<file path="config.mk">
export PLATFORM = sky130hd
export DESIGN_NAME = tfhe_axil_cmd_master
export DESIGN_NICKNAME = d
export VERILOG_FILES = /design/src/rtl/tfhe_axil_cmd_master.sv
export SDC_FILE = /design/constraint.sdc
export NUM_CORES = 1
export LEC_CHECK = 0
export ABC_AREA = 1
export CORE_MARGIN = 10
export CORE_UTILIZATION = 44
export CTS_CLUSTER_DIAMETER = 100
export DETAILED_ROUTE_END_ITERATION = 7
export GPL_ROUTABILITY_DRIVEN = 0
export PLACE_DENSITY = 0.81
export SYNTH_ARGS = -nofsm -noshare
export SYNTH_HDL_FRONTEND = slang
export SYNTH_SLANG_ARGS = --single-unit
export TNS_END_PERCENT = 1
</file>
<file path="constraint.sdc">
create_clock -name M_AXI_ACLK -period 4.6 [get_ports M_AXI_ACLK]
set_input_delay 0.92 -clock M_AXI_ACLK [delete_from_list [all_inputs] [get_ports M_AXI_ACLK]]
set_output_delay 0.92 -clock M_AXI_ACLK [all_outputs]
set_load 0.01 [all_outputs]
</file>
<file path="src/rtl/tfhe_axil_cmd_master.sv">
// tfhe_axil_cmd_master
// Turns a simple valid/ready command port into single AXI4-Lite transactions,
// one outstanding at a time. It returns each response with its busy-cycle
// latency and raises a sticky flag when a transaction runs too long.
module tfhe_axil_cmd_master #(
  parameter int C_M_AXI_DATA_WIDTH = 32,
  parameter int C_M_AXI_ADDR_WIDTH = 6,
  parameter int TIMEOUT_CYCLES     = 1024
) (
  input  logic                              M_AXI_ACLK,
  input  logic                              M_AXI_ARESET,
  // command side
  input  logic                              cmd_valid,
  output logic                              cmd_ready,
  input  logic                              cmd_write,
  input  logic [C_M_AXI_ADDR_WIDTH-1:0]     cmd_addr,
  input  logic [C_M_AXI_DATA_WIDTH-1:0]     cmd_wdata,
  input  logic [C_M_AXI_DATA_WIDTH/8-1:0]   cmd_wstrb,
  // response side
  output logic                              rsp_valid,
  input  logic                              rsp_ready,
  output logic                              rsp_write,
  output logic [C_M_AXI_DATA_WIDTH-1:0]     rsp_rdata,
  output logic [1:0]                        rsp_resp,
  output logic [15:0]                       rsp_latency,
  output logic                              timeout_err,
  input  logic                              clear_err,
  // AXI4-Lite write address / data / response
  output logic [C_M_AXI_ADDR_WIDTH-1:0]     M_AXI_AWADDR,
  output logic [2:0]                        M_AXI_AWPROT,
  output logic                              M_AXI_AWVALID,
  input  logic                              M_AXI_AWREADY,
  output logic [C_M_AXI_DATA_WIDTH-1:0]     M_AXI_WDATA,
  output logic [C_M_AXI_DATA_WIDTH/8-1:0]   M_AXI_WSTRB,
  output logic                              M_AXI_WVALID,
  input  logic                              M_AXI_WREADY,
  input  logic [1:0]                        M_AXI_BRESP,
  input  logic                              M_AXI_BVALID,
  output logic                              M_AXI_BREADY,
  // AXI4-Lite read address / data
  output logic [C_M_AXI_ADDR_WIDTH-1:0]     M_AXI_ARADDR,
  output logic [2:0]                        M_AXI_ARPROT,
  output logic                              M_AXI_ARVALID,
  input  logic                              M_AXI_ARREADY,
  input  logic [C_M_AXI_DATA_WIDTH-1:0]     M_AXI_RDATA,
  input  logic [1:0]                        M_AXI_RRESP,
  input  logic                              M_AXI_RVALID,
  output logic                              M_AXI_RREADY
);

  typedef enum logic [2:0] {
    IDLE  = 3'd0,
    WADDR = 3'd1,
    WRESP = 3'd2,
    RADDR = 3'd3,
    RDATA = 3'd4,
    RSP   = 3'd5
  } state_t;

  state_t state;
  state_t state_nxt;

  logic [C_M_AXI_ADDR_WIDTH-1:0]   addr_q;
  logic [C_M_AXI_DATA_WIDTH-1:0]   wdata_q;
  logic [C_M_AXI_DATA_WIDTH/8-1:0] wstrb_q;
  logic [15:0]                     busy_cnt;
  logic [15:0]                     busy_cnt_inc;

  logic accept;
  logic busy;
  logic aw_hs;
  logic w_hs;
  logic ar_hs;
  logic b_hs;
  logic r_hs;
  logic aw_done;
  logic w_done;
  logic timeout_hit;

  assign accept = cmd_valid && cmd_ready;
  assign busy   = (state == WADDR) || (state == WRESP) ||
                  (state == RADDR) || (state == RDATA);

  assign aw_hs = M_AXI_AWVALID && M_AXI_AWREADY;
  assign w_hs  = M_AXI_WVALID && M_AXI_WREADY;
  assign ar_hs = M_AXI_ARVALID && M_AXI_ARREADY;
  // B/R handshakes are decoded from state so they do not loop through the
  // READY outputs produced by the next-state logic below.
  assign b_hs  = (state == WRESP) && M_AXI_BVALID;
  assign r_hs  = (state == RDATA) && M_AXI_RVALID;

  // A channel is finished once its VALID has dropped or is handshaking now.
  assign aw_done = !M_AXI_AWVALID || M_AXI_AWREADY;
  assign w_done  = !M_AXI_WVALID || M_AXI_WREADY;

  // Count including the current busy cycle, saturating at 0xFFFF.
  assign busy_cnt_inc = (busy_cnt == 16'hFFFF) ? busy_cnt : busy_cnt + 16'd1;

  // The flag is set on the edge where the counter reaches TIMEOUT_CYCLES.
  // The counter only climbs, so this fires once per transaction.
  assign timeout_hit = busy && (busy_cnt != 16'hFFFF) &&
                       ((int'(busy_cnt) + 1) == TIMEOUT_CYCLES);

  assign M_AXI_AWADDR = addr_q;
  assign M_AXI_ARADDR = addr_q;
  assign M_AXI_WDATA  = wdata_q;
  assign M_AXI_WSTRB  = wstrb_q;
  assign M_AXI_AWPROT = 3'b000;
  assign M_AXI_ARPROT = 3'b000;

  // State register.
  // NOTE: sequential state uses non-blocking assignments so every flop samples pre-edge values.
  always_ff @(posedge M_AXI_ACLK or posedge M_AXI_ARESET) begin
    if (M_AXI_ARESET) state <= IDLE;
    else              state <= state_nxt;
  end

  // Next-state decode plus the state-derived READY/VALID outputs.
  always_comb begin
    // NOTE: every output gets a default first so no path through the case can infer a latch.
    state_nxt    = state;
    M_AXI_BREADY = 1'b0;
    M_AXI_RREADY = 1'b0;
    rsp_valid    = 1'b0;
    unique case (state)
      IDLE: begin
        if (accept) state_nxt = cmd_write ? WADDR : RADDR;
      end
      WADDR: begin
        if (aw_done && w_done) state_nxt = WRESP;
      end
      WRESP: begin
        M_AXI_BREADY = 1'b1;
        if (M_AXI_BVALID) state_nxt = RSP;
      end
      RADDR: begin
        if (ar_hs) state_nxt = RDATA;
      end
      RDATA: begin
        M_AXI_RREADY = 1'b1;
        if (M_AXI_RVALID) state_nxt = RSP;
      end
      RSP: begin
        rsp_valid = 1'b1;
        if (rsp_ready) state_nxt = IDLE;
      end
      default: state_nxt = IDLE;
    endcase
  end

  // cmd_ready is registered: high exactly while the machine sits in IDLE,
  // and it first rises on the first clock edge after reset is released.
  always_ff @(posedge M_AXI_ACLK or posedge M_AXI_ARESET) begin
    if (M_AXI_ARESET) cmd_ready <= 1'b0;
    else              cmd_ready <= (state_nxt == IDLE);
  end

  // Latch the command on acceptance; it drives the AXI payload until the next one.
  always_ff @(posedge M_AXI_ACLK or posedge M_AXI_ARESET) begin
    // NOTE: these are plain flops, not a memory array, so they take the async reset like all other state.
    if (M_AXI_ARESET) begin
      addr_q  <= '0;
      wdata_q <= '0;
      wstrb_q <= '0;
    end else if (accept) begin
      addr_q  <= cmd_addr;
      wdata_q <= cmd_wdata;
      wstrb_q <= cmd_wstrb;
    end
  end

  // AXI VALIDs rise the cycle after acceptance and each drops after its own handshake.
  always_ff @(posedge M_AXI_ACLK or posedge M_AXI_ARESET) begin
    if (M_AXI_ARESET) begin
      M_AXI_AWVALID <= 1'b0;
      M_AXI_WVALID  <= 1'b0;
      M_AXI_ARVALID <= 1'b0;
    end else if (accept) begin
      M_AXI_AWVALID <= cmd_write;
      M_AXI_WVALID  <= cmd_write;
      M_AXI_ARVALID <= !cmd_write;
    end else begin
      if (aw_hs) M_AXI_AWVALID <= 1'b0;
      if (w_hs)  M_AXI_WVALID  <= 1'b0;
      if (ar_hs) M_AXI_ARVALID <= 1'b0;
    end
  end

  // Busy-cycle counter: cleared on acceptance, counts while a transaction is in flight.
  always_ff @(posedge M_AXI_ACLK or posedge M_AXI_ARESET) begin
    if (M_AXI_ARESET)  busy_cnt <= '0;
    else if (accept)   busy_cnt <= '0;
    else if (busy)     busy_cnt <= busy_cnt_inc;
  end

  // Response capture on the B or R handshake; the latency includes that cycle.
  always_ff @(posedge M_AXI_ACLK or posedge M_AXI_ARESET) begin
    if (M_AXI_ARESET) begin
      rsp_write   <= 1'b0;
      rsp_rdata   <= '0;
      rsp_resp    <= 2'b00;
      rsp_latency <= '0;
    end else if (b_hs) begin
      rsp_write   <= 1'b1;
      rsp_rdata   <= '0;
      rsp_resp    <= M_AXI_BRESP;
      rsp_latency <= busy_cnt_inc;
    end else if (r_hs) begin
      rsp_write   <= 1'b0;
      rsp_rdata   <= M_AXI_RDATA;
      rsp_resp    <= M_AXI_RRESP;
      rsp_latency <= busy_cnt_inc;
    end
  end

  // Sticky timeout flag; a new timeout wins over a simultaneous clear.
  always_ff @(posedge M_AXI_ACLK or posedge M_AXI_ARESET) begin
    if (M_AXI_ARESET)     timeout_err <= 1'b0;
    else if (timeout_hit) timeout_err <= 1'b1;
    else if (clear_err)   timeout_err <= 1'b0;
  end

endmodule

</file>
After elaboration in Yosys (flattened, before gate mapping)
Index checks and enable logic that the tools add are counted.
{ "totals": {"ff_bits": 117, "latch_bits": 0, "mem_bits_rw": 0, "mem_bits_ro": 0, "out_inout_bits": 113, "mem_count": 0} }
{ "op_classes": {"addsub": 2, "mul": 0, "n_div": 0, "order_cmp": 0, "n_eq_ne": 8, "n_shift": 0, "muxes": 30, "bitwise_logic": 0, "reduce_logical": 25} }
{ "op_table": {"columns": ["op", "count"], "rows": [
  ["16-bit 2-to-1 mux", 5],
  ["32-bit 2-to-1 mux", 2],
  ["3-bit 2-to-1 mux", 6],
  ["3-bit one-hot mux with 6 select lines", 1],
  ["16-bit by 1-bit adder with 17-bit output (second input constant)", 1],
  ["17-bit by 11-bit == test with 1-bit output (second input constant)", 1],
  ["16-bit by 1-bit adder with 16-bit output (second input constant)", 1],
  ["16-bit == test (second input constant)", 1],
  ["16-bit inequality test (second input constant)", 1],
  ["1-bit 2-to-1 mux", 13],
  ["2-bit nonzero test", 6],
  ["1-bit logical AND", 9],
  ["3-bit by 2-bit == test with 1-bit output (second input constant)", 2],
  ["3-bit == test (second input constant)", 2],
  ["3-bit logical NOT", 2],
  ["2-bit 2-to-1 mux", 3],
  ["1-bit logical OR", 5],
  ["3-bit by 1-bit == test with 1-bit output (second input constant)", 1],
  ["1-bit logical NOT", 3]
]} }

Logic depth before layout (Yosys ltp)
{ "logic_depth": {"ltp_word": 7, "ltp_mapped": 12} }

Worst setup path before layout
OpenSTA, ideal clock, no wires.
{ "synth_timing": {"path_kind": "input to register", "startpoint": "in cmd_valid", "endpoint": "reg cmd_ready", "setup_ns": 0.072, "arrival_ns": 1.827, "t_required_ns": 4.528, "path_slack_ns": 2.702, "path_stages": 8, "path_buffers": 1, "path_cell_list": "nand2_1 -> inv_1 -> clkbuf_1 -> nand3_1 -> nor2_1 -> nor3_1 -> nand2_1 -> nor2_1"} }
{ "synth_between": {"elab_chain_cells": 4} }
{ "synth_rtl": {"columns": ["element", "line_no", "text"], "rows": [
  ["start: declaration", "13", "input logic cmd_valid,"],
  ["1-bit logical AND", "80", "assign accept = cmd_valid && cmd_ready;"],
  ["3-bit 2-to-1 mux", "127", "if (accept) state_nxt = cmd_write ? WADDR : RADDR;"],
  ["3-bit one-hot mux with 6 select lines", "125", "unique case (state)"],
  ["3-bit logical NOT", "155", "else cmd_ready <= (state_nxt == IDLE);"],
  ["end signal: assignment", "155", null],
  ["end: declaration", "14", "output logic cmd_ready,"]
]} }
Every way passes these cells.
A chain may end at the register's enable or synchronous reset.

Worst setup path in the final report
{ "layout_timing": {"startpoint": "reg state[0]", "endpoint": "out M_AXI_RREADY"} }
{ "layout_between": {"elab_chain_cells": 2} }
{ "layout_rtl": {"columns": ["element", "line_no", "text"], "rows": [
  ["start: declaration", "60", "state_t state;"],
  ["start signal: assignment", "115", "else state <= state_nxt;"],
  ["3-bit == test", "125", null],
  ["1-bit 2-to-1 mux", "125", null],
  ["end: declaration", "48", "output logic M_AXI_RREADY"]
]} }
Every way passes these cells.

==> results.ini <==
[run_status]
status=finished clean

[global_routing]
grt_start_max_net_pins=68
gr-usage-all-layers=0.204
grt_pass1_vias=5023
antenna_found_initial=0
grt_pass1_wl_um=26400
grt.overflow.total=0

[clock_network]
cts_num_sinks=117
cts_max_level=4
root_buffer=clkbuf_16
cts_buffers=17
post-cts-setup-buffers=0
cts_tree=built
clk_latency_ps=420
cts_resized=0
clkTransAtPathRegs_ps=50
clockBufferDepth=2
postCtsHoldBufs=0

[power_and_ir_drop]
ir_drop_mv=0.395
leakagePower_nw=3.73
power.density_nw_per_um2=652

[critical_path]
end_kind=output pin
path_max_fanout=6
r2r_slack_ps=2250
reg2reg_to=cmd_ready
crit_required_ps=3680
worstPathArrival_ps=1860
crit_type=flip-flop to output pin
ff2ff_path_depth=7
critPathLaunchType=flip-flop
r2r-start=state[1]

[layout]
drive_gt1_frac=0.0630
n_fill_cell=858
areaGrowthSynthToFinish_pct=51.2
final_nets=887
stdcell_area_sq_um=7800
antenna_cells=0

[die]
pin_count=202
initial_core_util=0.450
coreArea_sq_um=11500
die-width_um=128
die_height_um=128
die_area_sq_um=16400
rows=39

[logic_synthesis]
netlist-cell-type-count=28
yosysWarningCount=0
yosysSeqAreaShare=0.568
synth_area_sq_um=5150
synth_cells=609
synth_seq_cells=117
syn_avg_cell_area_sq_um=8.46

[sta]
rsz0062_at_grt=false
tns_ps=0
worst_pin_slew_ps=1030
finalCriticalPeriod_ps=2780
finClkSkew_ps=7.46
fin_ws_ps=1820
setup_viol=0
fin_crit_sh=0.604
timing.hold.ws_ps=469
finalMaxSlewViolations=0
clock.fmax_mhz=360
relSlewSlack=0.313
hold_viol=0

[detailed_routing]
wirelength_um=16600
dr.pass1.iters=5
routed-wl-met3_um=2120
routedWlPerCell_um=17.4
routed.top_layer=met4
drt-met1-wl_um=5830
wl_met2_um=8340
ant_nets=0
drcViolationCount=0
dr_total_vias=4869
viasPerCell=5.11
drt_iter0_markers=431

[min_path]
hold_depth=2
min_path_type=flip-flop to flip-flop
hold_start=rsp_rdata[22]
whs_endpoint=rsp_rdata[22]

[placement]
pre_cts_ws_ps=1450
placed_area_sq_um=7110
io_buffers=195
hpwl_um=12100

[flow_run]
max_cap_violations=0

-- placed cells by master (no fill, tap or decap), types with 6 or more instances in the layout --
cell type and instances:
nand2_1 252, o21ai_0 12, nor2_1 40, nand3_1 39, nand4_1 10, inv_1 36
a22o_1 10, clkbuf_8 7, clkbuf_16 17, o21ai_1 12, o22ai_1 17, dfrtp_1 117
conb_1 6, clkdlybuf4s50_1 195
-- how the worst max path moves through the flow --
stage | start | end | slack (ps) | cells after the start
CTS | state[0] | M_AXI_RREADY | 1800 | 4
finish | state[0] | M_AXI_RREADY | 1820 | 4
global placement | M_AXI_BVALID | cmd_ready | 1570 | 6
global route | M_AXI_BVALID | cmd_ready | 1660 | 6
detailed placement | M_AXI_BVALID | cmd_ready | 1450 | 6
floorplan | M_AXI_ARESET | M_AXI_ARADDR[0] | 580 | 1
-- state kept, by name, indices dropped and copies added (netlist names) --
register,flops
cmd_ready,1
M_AXI_ARVALID,1
M_AXI_AWVALID,1
rsp_rdata,32
rsp_latency,16
state,3
M_AXI_ARADDR,6
rsp_write,1
busy_cnt,16
M_AXI_WDATA,32
M_AXI_WSTRB,4
timeout_err,1
M_AXI_WVALID,1
rsp_resp,2
-- critical path: stages (launching register included) --
cell and delay, ps:
dfrtp_1 470, inv_2 100, nand2_1 90, nor2_4 200
clkdlybuf4s50_1 590
-- layout make-up --
class	count	area, sq um	share of cell area
clock buffers	25	526	0.0674
repair buffers	199	1980	0.254
clock inverters	7	163	0.0209
multi-input cells	419	1860	0.238
flip-flops and latches	117	2930	0.376
well taps	143	179	0.0229
inverters	42	160	0.0205
-- layer usage --
| layer | up-vias | global-route usage |
|---|---|---|
| met5 | - | 0 |
| met4 | 0 | 0.0768 |
| met3 | 31 | 0.117 |
| met2 | 208 | 0.334 |
| met1 | 2329 | 0.213 |
| li1 | 2301 | - |
-- stage by stage --
stage                     utilization  power [W]  std cells
final                           0.680    0.00508        952
after global routing            0.680    0.00538        952
after CTS                       0.680    0.00514        952
after detailed placement        0.620    0.00359        920
after global placement          0.620    0.00352        920
after floorplan                     -    0.00254        614
-- cells in the mapped netlist, drive strengths merged --
library cell | n | area share
nor3b | 1 | 0.0015
o21bai | 1 | 0.0015
dfrtp | 117 | 0.57
xor2 | 1 | 0.0017
nand4 | 10 | 0.012
o21ai | 24 | 0.023
ha | 2 | 0.0049
a22o | 10 | 0.017
nand3 | 39 | 0.038
clkbuf | 12 | 0.0087
nor2 | 46 | 0.038
buf | 24 | 0.036
nand2 | 255 | 0.19
a21oi | 3 | 0.0029
o22ai | 17 | 0.021
conb | 1 | 0.00073
nor4 | 2 | 0.0024
nor3 | 2 | 0.0041
inv | 42 | 0.031
-- kinds of logic after synthesis --
group / after synthesis / share of synthesized area
buf+inv: 78 / 0.0750
fa+ha+maj: 2 / 0.00485
xor+xnor: 1 / 0.00170
simple gates: 355 / 0.284
compound gates: 55 / 0.0653
flops: 117 / 0.568
other cells: 1 / 0.000727
-- power breakdown --
group          internal [W]  total [W]  leakage, nW  switching, W
Clock               0.00106    0.00151        0.336      0.000453
Sequential          0.00141    0.00166         1.52      0.000250
Combinational      0.000950    0.00191         1.87      0.000962
No activity file was read; power rests on OpenSTA's default activity.
